==> src/rtl/simon_pkg.sv <==
// Shared constants and game-state encodings for the Simon button front end and game FSM.
package simon_pkg;

    localparam int unsigned NUM_BTN_DEF  = 4;
    localparam int unsigned BTN_W_DEF    = $clog2(NUM_BTN_DEF);
    localparam int unsigned DEBOUNCE_DEF = 3;
    localparam int unsigned GAP_DEF      = 2;

    typedef enum logic [2:0] {
        S_INIT,
        S_SHOW,
        S_WAIT,
        S_CHECK,
        S_WIN,
        S_ERROR
    } game_state_t;

    // The integration top drives the arbiter's accept input from this.
    function automatic logic accept_state(input game_state_t s);
        return (s == S_WAIT) || (s == S_ERROR);
    endfunction

endpackage

==> src/rtl/simon_debounce.sv <==
// Single-button 2-flop synchroniser plus debounce counter; rise flags the cycle
// in which the debounced level is about to go from 0 to 1.
module simon_debounce
    import simon_pkg::*;
#(
    parameter int unsigned DEBOUNCE = DEBOUNCE_DEF
) (
    input  logic clk_tick,
    input  logic reset,
    input  logic raw,
    output logic level,
    output logic rise
);

    localparam int unsigned CW = $clog2(DEBOUNCE + 1);

    logic          meta;
    logic          sync;
    logic [CW-1:0] cnt;

    // Level flips on the sample after the counter has recorded DEBOUNCE differing samples.
    assign rise = sync & ~level & (cnt == CW'(DEBOUNCE));

    always_ff @(posedge clk_tick or posedge reset) begin
        if (reset) begin
            meta  <= 1'b0;
            sync  <= 1'b0;
            cnt   <= '0;
            level <= 1'b0;
        end else begin
            meta <= raw;
            sync <= meta;
            if (sync == level) begin
                cnt <= '0;
            end else if (cnt == CW'(DEBOUNCE)) begin
                level <= ~level;
                cnt   <= '0;
            end else begin
                cnt <= cnt + CW'(1);
            end
        end
    end

endmodule

==> src/rtl/simon_btn_arbiter.sv <==
// Debounces NUM_BTN buttons and arbitrates press events round-robin onto the
// game FSM's one-shot btn_valid/btn_val channel, with pulse spacing and drop counting.
module simon_btn_arbiter
    import simon_pkg::*;
#(
    parameter int unsigned  NUM_BTN  = NUM_BTN_DEF,
    parameter int unsigned  DEBOUNCE = DEBOUNCE_DEF,
    parameter int unsigned  GAP      = GAP_DEF,
    localparam int unsigned BTN_W    = $clog2(NUM_BTN)
) (
    input  logic               clk_tick,
    input  logic               reset,
    input  logic [NUM_BTN-1:0] btn_raw,
    input  logic               accept,
    output logic               btn_valid,
    output logic [BTN_W-1:0]   btn_val,
    output logic [NUM_BTN-1:0] btn_level,
    output logic               busy,
    output logic [7:0]         drop_cnt
);

    localparam int unsigned GW = (GAP > 0) ? $clog2(GAP + 1) : 1;

    logic [NUM_BTN-1:0] rise;
    logic [NUM_BTN-1:0] pending;
    logic [NUM_BTN-1:0] pending_next;
    logic [NUM_BTN-1:0] grant_mask;
    logic [BTN_W-1:0]   rr_ptr;
    logic [BTN_W-1:0]   rr_next;
    logic [BTN_W-1:0]   winner;
    logic [BTN_W-1:0]   cand;
    logic               found;
    logic               grant;
    logic [GW-1:0]      gap_cnt;
    logic [7:0]         ev_pop;
    logic [8:0]         drop_sum;
    int unsigned        idx;

    for (genvar i = 0; i < NUM_BTN; i++) begin : g_db
        simon_debounce #(
            .DEBOUNCE(DEBOUNCE)
        ) u_db (
            .clk_tick(clk_tick),
            .reset   (reset),
            .raw     (btn_raw[i]),
            .level   (btn_level[i]),
            .rise    (rise[i])
        );
    end

    // First pending bit at or above rr_ptr, wrapping modulo NUM_BTN.
    always_comb begin
        winner = '0;
        cand   = '0;
        found  = 1'b0;
        idx    = 0;
        for (int unsigned k = 0; k < NUM_BTN; k++) begin
            idx  = (32'(rr_ptr) + k) % NUM_BTN;
            cand = BTN_W'(idx);
            if (!found && pending[cand]) begin
                found  = 1'b1;
                winner = cand;
            end
        end
    end

    always_comb begin
        grant      = (gap_cnt == '0) && accept && found;
        grant_mask = grant ? (NUM_BTN'(1) << winner) : '0;
        rr_next    = (winner == BTN_W'(NUM_BTN - 1)) ? '0 : winner + BTN_W'(1);
        // OR-ing rise after the grant clear makes a fresh event win over its own grant.
        pending_next = accept ? ((pending & ~grant_mask) | rise) : '0;
    end

    always_comb begin
        ev_pop = '0;
        for (int unsigned k = 0; k < NUM_BTN; k++) begin
            ev_pop = ev_pop + 8'(rise[k]);
        end
        drop_sum = {1'b0, drop_cnt} + {1'b0, ev_pop};
    end

    always_ff @(posedge clk_tick or posedge reset) begin
        if (reset) begin
            pending   <= '0;
            busy      <= 1'b0;
            btn_valid <= 1'b0;
            btn_val   <= '0;
            rr_ptr    <= '0;
            gap_cnt   <= '0;
            drop_cnt  <= '0;
        end else begin
            pending   <= pending_next;
            busy      <= |pending_next;
            btn_valid <= grant;
            if (grant) begin
                btn_val <= winner;
                rr_ptr  <= rr_next;
                gap_cnt <= GW'(GAP);
            end else if (gap_cnt != '0) begin
                gap_cnt <= gap_cnt - GW'(1);
            end
            if (!accept) begin
                drop_cnt <= drop_sum[8] ? 8'hFF : drop_sum[7:0];
            end
        end
    end

endmodule
==> config.mk <==
export PLATFORM = sky130hd
export DESIGN_NAME = simon_btn_arbiter
export DESIGN_NICKNAME = d
export VERILOG_FILES = /design/src/rtl/simon_pkg.sv /design/src/rtl/simon_debounce.sv /design/src/rtl/simon_btn_arbiter.sv
export SDC_FILE = /design/constraint.sdc
export NUM_CORES = 1
export LEC_CHECK = 0
export BUFFER_PORTS_ARGS = -buffer_cell sky130_fd_sc_hd__buf_2
export CAP_MARGIN = 20
export CELL_PAD_IN_SITES_DETAIL_PLACEMENT = 1
export CELL_PAD_IN_SITES_GLOBAL_PLACEMENT = 2
export CORE_ASPECT_RATIO = 0.6
export CORE_MARGIN = 2
export CORE_UTILIZATION = 40
export CTS_CLUSTER_DIAMETER = 200
export DETAILED_ROUTE_END_ITERATION = 8
export PLACE_DENSITY_LB_ADDON = 0.1
export SLEW_MARGIN = 20
export SYNTH_ARGS = -nofsm -noshare
export SYNTH_HDL_FRONTEND = slang
export SYNTH_SLANG_ARGS = --single-unit
==> constraint.sdc <==
create_clock -name clk_tick -period 7.15 [get_ports clk_tick]
set_clock_uncertainty 0.2 [all_clocks]
set_input_delay 0.715 -clock clk_tick [delete_from_list [all_inputs] [get_ports clk_tick]]
set_output_delay 0.715 -clock clk_tick [all_outputs]
set_load 0.1 [all_outputs]
==> impl_metrics.env <==
export IMPL_hold_class="flip-flop to flip-flop"
export IMPL_synth_fp_nets=188
export IMPL_multiInputGateArea_um2=763
export IMPL_grt_overflow=0
export IMPL_initial_core_util_pct=41.1
export IMPL_drive_gt1_share_pct=19.6
export IMPL_critPathKind="flip-flop to flip-flop"
export IMPL_crit_path_end_kind="flip-flop"
export IMPL_min_period_over_period_pct=43.4
export IMPL_synth_most_common_cell="dfrtp_1"
export IMPL_numCtsBuffers=5
export IMPL_r2r_slack_ns=4.04
export IMPL_grt_usage_pct=16.3
export IMPL_syn_inst=164
export IMPL_critPathLaunch="g_db[0].u_db.level"
export IMPL_worstMarginPinSlew_ns=0.506
export IMPL_outcome="completed"
export IMPL_io_buffers=22
export IMPL_reg2reg_to="drop_cnt[0]"
export IMPL_maxCapViolCount=0
export IMPL_vias=1204
export IMPL_syn_area_per_cell_um2=11.3
export IMPL_cts_tree="done"
export IMPL_synth_edf_count=0
export IMPL_fin_crit_ns=3.11
export IMPL_grt_max_degree=41
export IMPL_syn_area_um2=1850
export IMPL_design_die_area_um2=5210
export IMPL_io_pins=23
export IMPL_hold_violations=0
export IMPL_syn2layout_area_growth_pct=15.7
export IMPL_grt_pass1_vias=1318
export IMPL_ant_nets=0
export IMPL_antenna_found_initial=0
export IMPL_yosysTopAreaCell="dfrtp_1"
export IMPL_finish_utilization_pct=47.5
export IMPL_slew_headroom_pct=66.3
export IMPL_cp_endpoint="drop_cnt[0]"
export IMPL_die_height_um=56.7
export IMPL_first_pass_iters=4
export IMPL_synth_seq_area_share_pct=54.0
export IMPL_root_buffer="clkbuf_8"
export IMPL_synth_flop_cell="dfrtp_1"
export IMPL_drt_total_wl_um=3680
export IMPL_cp_start_kind="flip-flop"
export IMPL_leakage_nw=1.09
export IMPL_drv_slew=0
export IMPL_rows=19
export IMPL_fillers=500
export IMPL_setup_tns_ns=0
export IMPL_seqCellArea_um2=1000
export IMPL_ys_types=33
export IMPL_cp_arrival_ns=3.13
export IMPL_htreeDepth=2
export IMPL_finalWeightedCongestion=0.749
export IMPL_r2r_start="g_db[0].u_db.level"
export IMPL_setup_violations=0
export IMPL_synth_top_cells_by_count="dfrtp_1 (40), nand2_1 (26), ha_1 (14)"
export IMPL_post_cts_resized=0
export IMPL_grt_pass1_wl_um=6370
export IMPL_max_freq_mhz=322
export IMPL_path_clk_slew_ns=0.08
export IMPL_die_x_um=91.9
export IMPL_path_max_fanout=6
export IMPL_drc_errors=0
export IMPL_clockBufferDepth=2
export IMPL_postCtsSetupBuffers=0
export IMPL_vdd_drop_max_mv=0.168
export IMPL_synthTopCellsByArea="dfrtp_1 (54%), ha_1 (9.4%), nand2_1 (5.3%)"
export IMPL_yosysTopAreaCellShare_pct=54.0
export IMPL_viasPerCell=4.78
export IMPL_dpl_hpwl_um=2730
export IMPL_yosysWarnings=0
export IMPL_post_drt_wl_per_cell_um=14.6
export IMPL_clk_latency_ns=0.30
export IMPL_pwr_density_cell_nw_per_um2=439
export IMPL_ys_ff_latch=40
export IMPL_diodes=0
export IMPL_synthArstFlopShare_pct=100
export IMPL_coreArea_um2=4520
export IMPL_hold_buffers=0
export IMPL_nets=213
export IMPL_r2r_cells=11
export IMPL_cts_sinks=40
export IMPL_rsz0062_at_grt="false"
export IMPL_critPathRequiredTime_ns=7.17
export IMPL_drtIter0Drc=37
## flip-flops by register name (all words and copies together) (netlist names)
| register | flops |
|---|---|
| btn_val | 2 |
| btn_valid | 1 |
| busy | 1 |
| drop_cnt | 8 |
| g_db.u_db.cnt | 8 |
| g_db.u_db.level | 4 |
| g_db.u_db.meta | 4 |
| g_db.u_db.sync | 4 |
| gap_cnt | 2 |
| pending | 4 |
| rr_ptr | 2 |
## placed cells by master, fill, tap and decap left out, types with 2 or more instances in the layout
cell type / instances
nor2_1: 4
bufinv_16: 2
nor2b_1: 12
a21oi_1: 10
nand2_1: 26
fa_1: 3
ha_1: 14
nor3_1: 5
dfrtp_1: 40
xor2_1: 2
inv_1: 12
buf_2: 22
o21ai_1: 2
clkbuf_8: 5
nand3_1: 2
xnor2_1: 5
and3_1: 3
o211ai_1: 3
## critical path: stages (launching register included)
cell and delay [ns]:
dfrtp_1 0.38, inv_1 0.09, ha_1 0.15, nand2_1 0.09, fa_1 0.50, fa_1 0.46, inv_1 0.09, fa_1 0.21
and4b_1 0.24, and3_1 0.24, nand3_1 0.24, o211ai_1 0.16
## metal layers
metal  vias to the layer above  share of wire [%]  track usage, %
met1                       599                 50            21.9
met5                         -                  0               0
met3                         6                3.3            4.97
met2                        16                 45            24.5
met4                         0                1.9            7.68
li1                        583                  -               -
## through the flow
step	hold WS [ns]	cells	worst slack [ns]	cell area, µm²	total power [mW]
floorplan	0.131	164	3.82	1850	0.671
global placement	0.133	245	4.17	2020	0.714
detailed placement	0.136	245	4.03	2020	0.731
CTS	0.155	252	4.02	2140	0.954
global route	0.168	252	3.83	2140	0.997
finish	0.151	252	4.04	2140	0.941
## worst min-delay path by stage
stage               cells past startpoint  slack, ns              start                 to
global placement                        0       0.13  g_db[2].u_db.meta  g_db[2].u_db.sync
global route                            0       0.17  g_db[2].u_db.meta  g_db[2].u_db.sync
floorplan                               0       0.13  g_db[0].u_db.meta  g_db[0].u_db.sync
detailed placement                      0       0.14  g_db[2].u_db.meta  g_db[2].u_db.sync
CTS                                     0       0.15  g_db[2].u_db.meta  g_db[2].u_db.sync
finish                                  0       0.15  g_db[2].u_db.meta  g_db[2].u_db.sync
## logic make-up (layout without fill, tap and decap cells)
| logic type | count (synthesis) | count (layout) | synth area share, % |
|---|---|---|---|
| multiplexers | 3 | 3 | 1.96 |
| XOR/XNOR | 7 | 7 | 3.31 |
| AND/OR/NAND/NOR | 58 | 58 | 15.5 |
| flip-flops | 40 | 40 | 54.0 |
| AO/OA/AOI/OAI | 20 | 20 | 7.69 |
| buffers and inverters | 19 | 44 | 4.86 |
| adder cells (fa/ha/maj) | 17 | 17 | 12.7 |
## power breakdown
part | internal (mW) | switching, mW | total, mW
clock network | 0.137 | 0.0806 | 0.218
logic | 0.100 | 0.297 | 0.397
registers | 0.285 | 0.0399 | 0.325
## layout make-up
type                    count  share of cell area (%)
inverters                  14                    2.57
clock buffers               5                    3.21
well taps                  63                    3.68
flip-flops and latches     40                    46.7
repair buffers             23                    5.48
clock inverters             2                    2.80
multi-input cells         105                    35.6
Note: power is estimated with default switching activity, not from simulation.
